**config.mk**
```make
export PLATFORM = sky130hd
export DESIGN_NAME = ram_fifo_ctrl
export DESIGN_NICKNAME = d
export VERILOG_FILES = /design/src/rtl/ram_fifo_ctrl.sv
export SDC_FILE = /design/constraint.sdc
export NUM_CORES = 1
export LEC_CHECK = 0
export CORE_AREA = 4 4 85 166
export CTS_BUF_LIST = sky130_fd_sc_hd__clkbuf_8 sky130_fd_sc_hd__clkbuf_16
export DETAILED_ROUTE_END_ITERATION = 10
export DIE_AREA = 0 0 89 170
export HOLD_SLACK_MARGIN = 0.02
export SLEW_MARGIN = 30
export SYNTH_ARGS = -nofsm -noshare
export SYNTH_HDL_FRONTEND = slang
export SYNTH_SLANG_ARGS = --single-unit
```
**constraint.sdc**
```tcl
create_clock -name clk -period 8.4 [get_ports clk]
set_input_delay 2.52 -clock clk [delete_from_list [all_inputs] [get_ports clk]]
set_output_delay 2.52 -clock clk [all_outputs]
set_load 0.02 [all_outputs]
```
**src/rtl/ram_fifo_ctrl.sv**
```systemverilog
// ram_fifo_ctrl: valid/ready FIFO controller that drives an external 2-port ram (port0 write, port1 read)
// and hides the ram read latency behind a small skid buffer. Define FIFO_ALMOST_EN for almost_full/almost_empty.
module ram_fifo_ctrl #(
  parameter  int DATA  = 32,
  parameter  int DEPTH = 4,
  parameter  int RLAT  = 1,
  parameter  int AF_TH = DEPTH,
  parameter  int AE_TH = 1,
  localparam int SKID  = RLAT + 1,
  localparam int ADDR  = $clog2(DEPTH),
  localparam int CNTW  = $clog2(DEPTH + SKID + 1)
) (
  input  logic                 clk,
  input  logic                 reset_,
  input  logic                 in_valid,
  output logic                 in_ready,
  input  logic [DATA-1:0]      in_data,
  output logic                 out_valid,
  input  logic                 out_ready,
  output logic [DATA-1:0]      out_data,
  output logic [CNTW-1:0]      count,
`ifdef FIFO_ALMOST_EN
  output logic                 almost_full,
  output logic                 almost_empty,
`endif
  output logic [1:0]           ram_en_,
  output logic [1:0]           ram_rw_,
  output logic [1:0][ADDR-1:0] ram_addr,
  output logic [1:0][DATA-1:0] ram_wdata,
  input  logic [1:0][DATA-1:0] ram_rdata
);

  localparam int              RCW      = ADDR + 1;
  localparam int              SIW      = (SKID > 1) ? $clog2(SKID) : 1;
  localparam logic [RCW-1:0]  RAM_FULL = RCW'(DEPTH);
  localparam logic [CNTW-1:0] SKID_CR  = CNTW'(SKID);
  localparam logic            RW_WRITE = 1'b0;
  localparam logic            RW_READ  = 1'b1;

  logic [ADDR-1:0] r_wptr;
  logic [ADDR-1:0] r_rptr;
  logic [RCW-1:0]  r_ramCnt;
  logic [RLAT-1:0] r_pipe;
  logic [DATA-1:0] r_skid [SKID];
  logic [SIW-1:0]  r_head;
  logic [SIW-1:0]  r_tail;
  logic [CNTW-1:0] r_skidCnt;

  logic [CNTW-1:0] w_inflight;
  logic [CNTW-1:0] w_credit;
  logic            w_push;
  logic            w_pop;
  logic            w_rdGo;
  logic            w_capture;
  logic            w_unused;

  function automatic logic [SIW-1:0] nextIdx(input logic [SIW-1:0] idx);
    return (idx == SIW'(SKID - 1)) ? '0 : idx + SIW'(1);
  endfunction

  always_comb begin
    w_inflight = '0;
    for (int i = 0; i < RLAT; i++) w_inflight = w_inflight + CNTW'(r_pipe[i]);
  end

  assign in_ready  = reset_ && (r_ramCnt < RAM_FULL);
  assign w_push    = in_valid && in_ready;
  assign out_valid = (r_skidCnt != '0);
  assign w_pop     = out_valid && out_ready;
  assign w_capture = r_pipe[RLAT-1];
  // A pop in the same cycle hands its skid slot straight back, so the prefetch loop keeps up at one per cycle.
  assign w_credit  = w_inflight + r_skidCnt - CNTW'(w_pop);
  assign w_rdGo    = (r_ramCnt != '0) && (w_credit < SKID_CR);

  always_ff @(posedge clk or negedge reset_) begin
    if (!reset_) begin
      r_wptr   <= '0;
      r_rptr   <= '0;
      r_ramCnt <= '0;
      r_pipe   <= '0;
    end else begin
      if (w_push) r_wptr <= r_wptr + ADDR'(1);
      if (w_rdGo) r_rptr <= r_rptr + ADDR'(1);
      r_ramCnt <= r_ramCnt + RCW'(w_push) - RCW'(w_rdGo);
      r_pipe   <= (r_pipe << 1) | RLAT'(w_rdGo);
    end
  end

  // Skid buffer: the credit rule guarantees a free slot whenever the pipe tail delivers.
  always_ff @(posedge clk or negedge reset_) begin
    if (!reset_) begin
      for (int i = 0; i < SKID; i++) r_skid[i] <= '0;
      r_head    <= '0;
      r_tail    <= '0;
      r_skidCnt <= '0;
    end else begin
      if (w_capture) begin
        r_skid[r_tail] <= ram_rdata[1];
        r_tail         <= nextIdx(r_tail);
      end
      if (w_pop) r_head <= nextIdx(r_head);
      r_skidCnt <= r_skidCnt + CNTW'(w_capture) - CNTW'(w_pop);
    end
  end

  assign out_data     = r_skid[r_head];
  assign count        = CNTW'(r_ramCnt) + w_inflight + r_skidCnt;
  assign ram_en_      = {~w_rdGo, ~w_push};
  assign ram_rw_      = {RW_READ, RW_WRITE};
  assign ram_addr[0]  = r_wptr;
  assign ram_addr[1]  = r_rptr;
  assign ram_wdata[0] = in_data;
  assign ram_wdata[1] = '0;
  assign w_unused     = ^ram_rdata[0];

`ifdef FIFO_ALMOST_EN
  logic [CNTW-1:0] w_countNext;
  logic            r_almostFull;
  logic            r_almostEmpty;

  assign w_countNext = count + CNTW'(w_push) - CNTW'(w_pop);

  always_ff @(posedge clk or negedge reset_) begin
    if (!reset_) begin
      r_almostFull  <= 1'b0;
      r_almostEmpty <= 1'b1;
    end else begin
      r_almostFull  <= (w_countNext >= CNTW'(AF_TH));
      r_almostEmpty <= (w_countNext <= CNTW'(AE_TH));
    end
  end

  assign almost_full  = r_almostFull;
  assign almost_empty = r_almostEmpty;
`endif

endmodule
```
-- Word-level counts from Yosys, hierarchy flattened
Cells that the tools add are included.
- add/subtract/negate cells: 10
- $lt $le $gt $ge: 5
- muxes and demuxes: 8
- bitwise logic cells: 4
- reduce and logical (&&, ||, !) cells: 7
- operators by type and width (kind ; count):
    two-way mux 32 bit ; 4
    bitwise mux 64 bit ; 1
    demux 32 bit (select 1 bit) ; 1
    adder 3 x 1 -> 3 bit ; 3
    nonzero test 3 bit ; 2
    subtractor 3 x 1 -> 3 bit ; 2
    logical AND 1 bit ; 5
    adder 2 x 1 -> 2 bit (second input constant) ; 2
    >= comparator 2 bit (second input constant) ; 2
    NOT 1 -> 2 bit ; 2
    adder 3 bit ; 1
    < comparator 3 x 2 -> 1 bit (second input constant) ; 1
    < comparator 3 bit (second input constant) ; 1
    adder 1 bit (second input constant) ; 2
    < comparator 2 x 1 -> 1 bit (second input constant) ; 1
    two-way mux 1 bit ; 2
    NOT 1 bit ; 2
- register bits after elaboration: 77
- output and inout port bits: 109

-- Longest topological paths before layout
Gate-level depths: netlist of the first run.
- depth after elaboration: 6
- mapped depth: 14
- depth with buffers taken out: 14

-- Worst setup path after synthesis of the first run
OpenSTA, ideal clock, no wires.
- path kind: input -> output
- start: in out_ready
- end: out ram_en_[1]
- arrival: 4.165 ns
- required time: 5.880 ns
- path slack: 1.715 ns
- stages: 9
- path buffers: 0
- cells stage by stage: and2_1 > ha_1 > inv_1 > ha_1 > inv_1 > fa_1 > xor3_2 > nor3_4 > inv_1
- cells in the longest elaborated chain, start to end: 5
- RTL lines (element ; RTL line ; text):
    start: declaration ; 19 ; input logic out_ready,
    logical AND 1 bit ; 69 ; assign w_pop = out_valid && out_ready;
    subtractor 3 x 1 -> 3 bit ; 72 ; assign w_credit = w_inflight + r_skidCnt - CNTW'(w_pop);
    named net w_credit[2] ; 50 ; logic [CNTW-1:0] w_credit;
    < comparator 3 x 2 -> 1 bit ; 73 ; assign w_rdGo = (r_ramCnt != '0) && (w_credit < SKID_CR);
    logical AND 1 bit ; 73 ;
    named net w_rdGo ; 53 ; logic w_rdGo;
    NOT 1 bit ; 108 ; assign ram_en_ = {~w_rdGo, ~w_push};
    end: declaration ; 26 ; output logic [1:0] ram_en_,
The timed path passes the listed nets, and every way through them passes these cells.

-- Final worst setup path of the first run
- start: in out_ready
- end: out ram_en_[1]
- cells in the longest elaborated chain, start to end: 5
- RTL lines (element ; RTL line ; text):
    logical AND 1 bit ; 69 ;
    named net w_pop ; 52 ; logic w_pop;
    subtractor 3 x 1 -> 3 bit ; 72 ;
    named net w_credit[2] ; 50 ;
    < comparator 3 x 2 -> 1 bit ; 73 ;
    logical AND 1 bit ; 73 ;
    named net w_rdGo ; 53 ;
    NOT 1 bit ; 108 ;
The timed path passes the listed nets, and every way through them passes these cells.

==> key figures, run 1 <==
Yosys
  – Main combinational cell family by area after synthesis: multiplexers
  – Sequential area share after synthesis: between 40% and 50%
  – Library cells used by synthesis: 20
  – Post-synthesis compound-gate area fraction: 0%
  – Post-synthesis mux area share: 27.7%
  – Post-Syn Instances: ~290
  – Mapped Area: between 0.003 and 0.004 sq mm
  – Predominant post-synthesis flop cell: dfrtp_1
  – #FFs+latches synth: 77
  – Async set or reset register ratio after synthesis: 100%
  – Avg Inst Size Synth: ~13 sq um
  – Yosys warning count: 0
  – Post-synth EDFFs: 0
  – Post-Synth Adder-Cell Area: under 10%
  – Synth Area in Simple Gates: between 1.5 and 2%
  – Post-synthesis xor/xnor area fraction: under 10%

Floorplan
  – Initial core utilization: 30.2%
  – Row count: about 60
  – Die H: about 170 um
  – Core footprint: 0.0129 sq mm
  – IO Count: between 200 and 250
  – Die W: 89 um
  – Die ar.: 0.0151 sq mm

Global routing
  – Largest net degree at the start of global routing: 62
  – M2 GR Usage: 20.7%
  – Initial antenna violation count: 0
  – Number of global-route vias before repair: approximately 2,500
  – First-pass GRT wire length: between 10,000 and 15,000 um
  – Total congestion overflow: 0
  – Total track usage: between 10% and 20%
  – GRT Max-Usage Layer: met2
  – Global routing usage on met1: roughly an eighth
  – GR met3 Demand/Resource: roughly 2.3%

Placement
  – Placer Congestion: about 0.7
  – HPWL Detailed: a little under 6000 um
  – Input/output buffers: between 70 and 80
  – Placed Area: ~0.0045 sq mm
  – Inst Count DP: between 400 and 500

STA
  – Setup tns final: 0 ns
  – Setup repair after global routing missed its margin: no
  – Worst Tran Pin Value: approximately 0.81 ns
  – Min Tclk post-route: 7.68 ns
  – Final setup fails: 0
  – Skew final: between 0.008 and 0.009 ns
  – Worst rel slew slack: between 40% and 50%
  – Final hold violations: 0
  – F_max: 130 MHz
  – Hold_ws: 0.481 ns
  – Slew Limit Fails: 0
  – Period utilization: roughly 90%

Status
  – Outcome: complete, no violations

Setup path
  – Slowest cell on crit path: clkdlybuf4s50_1
  – Crit path cell chain: clkdlybuf4s50_1 -> and2_1 -> ha_1 -> inv_1 -> ha_1 -> inv_1 -> fa_1 -> xor3_2 -> nor3_4 -> inv_1 -> clkdlybuf4s50_1
  – Worst Setup SP: out_ready
  – Worst R2R Start: r_skidCnt[1]
  – CP delay by family, top: buffers and inverters
  – CP arrival: just over 5 ns
  – Crit path kind: in -> out
  – Max FO, Critical Path: 5
  – Critical path data required time: around 5.9 ns
  – CP Launch Type: input port
  – Bufs and invs on worst path: 5
  – Most used cell, CP: inv_1
  – Setup crit end kind: output pin
  – Max incr delay on CP: ~0.54 ns

Finish
  – Core Util, Final: 37.4%
  – Layout cell share with drive strength beyond 1: a little over a third
  – Design area: ~0.0048 sq mm
  – Final #Nets: 448
  – Final std cells w/o fill: 498
  – Ant diodes: 0
  – Synth-to-layout area growth: 23.8%

CTS
  – CTS max path bufs: 2
  – Number of CTS-inserted buffers: 9
  – CTS tree: built
  – Clock Latency Late Sink: approximately 0.33 ns
  – CTS hold repair buffers: 0
  – Post-CTS Setup Inserts: 0
  – CTS Root Buffer Type: clkbuf_16
  – Worst-path clk slew: about 0.06 ns
  – Post_cts resized: 0
  – CTS HTree Levels: 3
  – Clock sinks: 77

Hold path
  – Worst hold start: r_rptr[1]
  – HP Class: reg -> reg

Route
  – Via count: ~2,200
  – Antenna-violating nets left: 0
  – DR iter-0 viols: between 40 and 50
  – Final wirelength: 8230 um
  – 1st-pass router iterations: 2
  – Via density: 4.45
  – Drt wl/cell: about 17 um
  – Residual DRC count: 0

Pwr
  – Peak VDD IR: approximately 0.25 mV
  – P per Cell Area: 482 mW/mm^2
  – Leakage dissipation: roughly 0.0020 uW

Job
  – Max cap viols: 0
[synth_stat cells, types with 2 or more instances]
| library cell | count | share of area (%) |
|---|---|---|
| mux2_2 | 96 | 28 |
| dfrtp_1 | 77 | 49 |
| buf_4 | 66 | 13 |
| inv_1 | 10 | 0.96 |
| buf_2 | 9 | 1.2 |
| xnor2_1 | 7 | 1.6 |
| fa_1 | 4 | 2.1 |
| nand2_1 | 4 | 0.38 |
| xor2_1 | 4 | 0.90 |
| ha_1 | 3 | 0.96 |
| conb_1 | 2 | 0.19 |
| nor3_1 | 2 | 0.26 |
[worst paths after layout]
check	slack, ns	endpoint	cells past startpoint
worst min register to register	0.48	r_rptr[1]	1
worst max register to register	4.66	r_ramCnt[2]	14
min in group asynchronous	2.05	r_skid[51]	1
max in group asynchronous	5.26	r_ramCnt[2]	2
worst max-delay path	0.72	ram_en_[1]	11
worst min-delay path	0.48	r_rptr[1]	1
[power breakdown]
group | internal, uW | switching, uW | leakage [uW]
Clock | 268 | 153 | 0.000156
Sequential | 570 | 105 | 0.000899
Combinational | 665 | 569 | 0.000990
Total | 1500 | 827 | 0.00205
[worst reg2reg max path, stage by stage, from the launching register on]
cell     delay [ns]
dfrtp_1        0.46
or3_2          0.48
and2_1         0.20
ha_1           0.28
inv_1          0.06
ha_1           0.14
inv_1          0.05
fa_1           0.36
xor3_2         0.27
nor3_4         0.29
xnor2_1        0.12
ha_1           0.20
fa_1           0.40
xnor2_1        0.20
xnor2_1        0.14
[per-layer routing]
metal  routed length [um]  up-vias
li1                     -      971
met1                 2750     1136
met2                 4700       80
met3                  430       31
met4                  345        0
met5                    0        -
[cell families (layout without fill, tap and decap cells)]
logic type               after synthesis  after routing
multiplexers                          96             96
AND/OR/NAND/NOR                       12             12
flip-flops                            77             77
buffers and inverters                 86            108
adder cells (fa/ha/maj)                7              7
other                                  2             34
XOR/XNOR                              12             12
[area by class of cell]
| type | instances | area [sq um] |
|---|---|---|
| multi-input cells | 161 | 1530 |
| repair buffers | 82 | 828 |
| fillers | 1241 | 8080 |
| inverters | 10 | 37.5 |
| flip-flops and latches | 77 | 1930 |
| clock inverters | 6 | 87.6 |
| clock buffers | 10 | 239 |
| well taps | 152 | 190 |
[cells in the final DEF (no fill, tap or decap), drive strengths merged]
cell type	instances
and2	1
buf	5
bufinv	2
clkbuf	10
clkdlybuf4s50	77
clkinv	1
clkinvlp	2
conb	34
dfrtp	77
fa	4
ha	3
inv	11
mux2	96
nand2	4
nand3	1
nor2	1
nor2b	1
nor3	3
or3	1
xnor2	7
xor2	4
xor3	1
[sequential cells by signal, summed over array words and instances, names as in the netlist]
name / cells
r_head: 1
r_pipe: 1
r_ramCnt: 3
r_rptr: 2
r_skid: 64
r_skidCnt: 3
r_tail: 1
r_wptr: 2
[per-stage QoR]
stage / setup WS (ns) / power, uW
after global routing: 0.558 / 2490
after floorplan: 1.72 / 1480
after detailed placement: 0.683 / 1940
after global placement: 0.723 / 1890
final: 0.715 / 2330
after CTS: 0.678 / 2380
No activity file was read; power rests on OpenSTA's default activity.
==> inputs of run 2 (changes only) <==
DONT_BUFFER_PORTS = 1   (was not set)
==> run 2 against run 1 <==
Effect of this change: clock-buffer cell count increased by 1; setup slack improved by 0.86 ns; clock skew down 0.0026 ns; utilization down 6.5 points; total power fell by 17%; critical path type unchanged; highest routed layer unchanged.
==> key figures, run 2 (same netlist as run 1, synthesis figures left out) <==
CTS
  – CTS tree: built
  – Number of CTS-inserted buffers: 9
  – Clock Latency Late Sink: about 0.33 ns
  – Worst-path clk slew: about 0.050 ns
  – Clock sinks: 77
  – Post_cts resized: 0
  – CTS max path bufs: 2
  – Post-CTS Setup Inserts: 0
  – CTS Root Buffer Type: clkbuf_16
  – CTS HTree Levels: 3
  – CTS hold repair buffers: 0

STA
  – Min Tclk post-route: approximately 7 ns
  – Period utilization: 81.3%
  – Setup tns final: 0 ns
  – Final hold violations: 0
  – Skew final: 0.00619 ns
  – Worst Tran Pin Value: between 0.9 and 1 ns
  – Setup repair after global routing missed its margin: no
  – Final setup fails: 0
  – Worst rel slew slack: between 30% and 40%
  – Slew Limit Fails: 0
  – F_max: 146 MHz

Floorplan
  – Die W: ~89 um
  – Row count: 59
  – Die H: 170 um
  – Die ar.: about 0.015 sq mm
  – Initial core utilization: a little under a third
  – IO Count: between 200 and 250
  – Core footprint: between 0.01 and 0.015 sq mm

Route
  – Residual DRC count: 0
  – 1st-pass router iterations: 4
  – Via density: around 4.5
  – Drt wl/cell: around 17 um
  – Via count: 1,875
  – Final wirelength: just over 7000 um
  – Antenna-violating nets left: 0
  – DR iter-0 viols: 50

Placement
  – Placed Area: 0.00371 sq mm
  – HPWL Detailed: ~5000 um
  – Placer Congestion: 0.732
  – Input/output buffers: 0

Setup path
  – Critical path data required time: 5.88 ns
  – Crit path kind: in -> out
  – Max FO, Critical Path: 5
  – R2R Setup Slk: approximately 4.6 ns
  – Worst Setup SP: out_ready
  – CP arrival: 4.31 ns
  – CP Launch Type: input port
  – Max incr delay on CP: 0.36 ns
  – R2R Path End: r_ramCnt[2]
  – CP delay by family, top: adder cells
  – Crit path cell chain: and2_1 -> ha_1 -> inv_1 -> ha_1 -> inv_1 -> fa_1 -> xor3_2 -> nor3_4 -> inv_1
  – Most used cell, CP: inv_1
  – Bufs and invs on worst path: 3
  – Setup crit end kind: output pin
  – Slowest cell on crit path: fa_1
  – Worst R2R Start: r_skidCnt[1]
  – Reg2reg path depth: 14

Global routing
  – Total congestion overflow: 0
  – Total track usage: 9.78%
  – Initial antenna violation count: 0
  – First-pass GRT wire length: 11,000 um
  – Number of global-route vias before repair: around 2,000
  – Largest net degree at the start of global routing: slightly below 80

Finish
  – Largest regs: r_skid (64), r_ramCnt (3), r_skidCnt (3)
  – Largest Register: r_skid
  – Design area: between 0.003 and 0.004 sq mm
  – Layout cell share with drive strength beyond 1: roughly 45%
  – Fillcell total: 1,285
  – Final #Nets: roughly 370
  – Most common cell after layout, fill and taps aside: mux2_2
  – Flip-flop count of the largest register after layout: 64
  – Most frequent cells in the layout: mux2_2, dfrtp_1, conb_1
  – Ant diodes: 0
  – Synth-to-layout area growth: 2.37%

Pwr
  – Sw frac: 39.5%
  – Peak VDD IR: between 0.15 and 0.2 mV
  – Clock share of power: about a fifth
  – P per Cell Area: between 400 and 500 mW/mm^2
  – Combinational share of power: between 40% and 50%
  – Leakage dissipation: 0.00170 uW
  – Net Sw Power: approximately 770 uW
  – Reg power frac: a little under two fifths
  – Internal Power: around 1200 uW

Hold path
  – Worst hold path cell count: 1
  – Worst Hold Path EP: r_skid[9]
  – HP Class: reg -> reg
  – Worst hold start: r_skid[9]

Status
  – Outcome: complete, no violations

Job
  – Max cap viols: 0
run 2: changes by cell type in the layout (fill, tap and decap cells not counted), sizes merged:
cell / previous run / this run
clkdlybuf4s50: 77 / 0
buf: 5 / 1
bufinv: 2 / 0
clkbuf: 10 / 11
clkinv: 1 / 0
clkinvlp: 2 / 3
inv: 11 / 12
run 2: through the flow:
step | hold WS, ns | util [%] | instances | setup slack, ns | total power [uW]
floorplan | 0.461 | - | 324 | 1.72 | 1480
global placement | 0.482 | 28.5 | 400 | 1.58 | 1560
detailed placement | 0.488 | 28.7 | 401 | 1.54 | 1600
CTS | 0.502 | 31.0 | 417 | 1.55 | 1980
global route | 0.513 | 31.0 | 417 | 1.48 | 2070
finish | 0.499 | 31.0 | 417 | 1.57 | 1940
run 2: worst max-delay path by stage:
stage | depth (start not counted) | slack (ns) | endpoint
2_1_floorplan | 9 | 1.72 | ram_en_[1]
3_3_place_gp | 9 | 1.58 | ram_en_[1]
3_5_place_dp | 9 | 1.54 | ram_en_[1]
4_1_cts | 9 | 1.55 | ram_en_[1]
5_1_grt | 9 | 1.48 | ram_en_[1]
6_report | 9 | 1.57 | ram_en_[1]
run 2: power groups by stage:
stage / registers, uW / clock network [uW] / logic [uW]
floorplan: 659 / 0 / 818
finish: 719 / 367 / 854
detailed placement: 734 / 0 / 870
CTS: 727 / 383 / 873
global placement: 718 / 0 / 842
global route: 749 / 398 / 923
run 2: per-layer routing:
layer,routed length (um),GRT usage [%]
met1,2350,9.21
met2,4060,17.5
met3,491,2.76
met4,359,6.68
met5,0,0
run 2: cell type report:
type	count	area [sq um]	share of cell area, %
sequential	77	1930	48.2
multi-input combinational	161	1530	38.2
tap	152	190	4.76
inverter	10	37.5	0.939
timing repair buffer	1	27.5	0.688
clock buffer	11	253	6.32
clock inverter	5	35.0	0.876
==> inputs of run 3 (changes only) <==
clock period = 6.8 ns   (was 8.4 ns; I/O delays follow)
==> results of run 3 <==
The final DEF is identical to that of run 2. Status: complete, no violations.
Main changes from that run: setup slack after placement 1.54 ns -> 0.900 ns; setup slack after layout 1.57 ns -> 0.934 ns; register-to-register setup slack 4.59 ns -> 2.99 ns; total power 1940 uW -> 2400 uW; worst IR drop on VDD 0.196 mV -> 0.242 mV
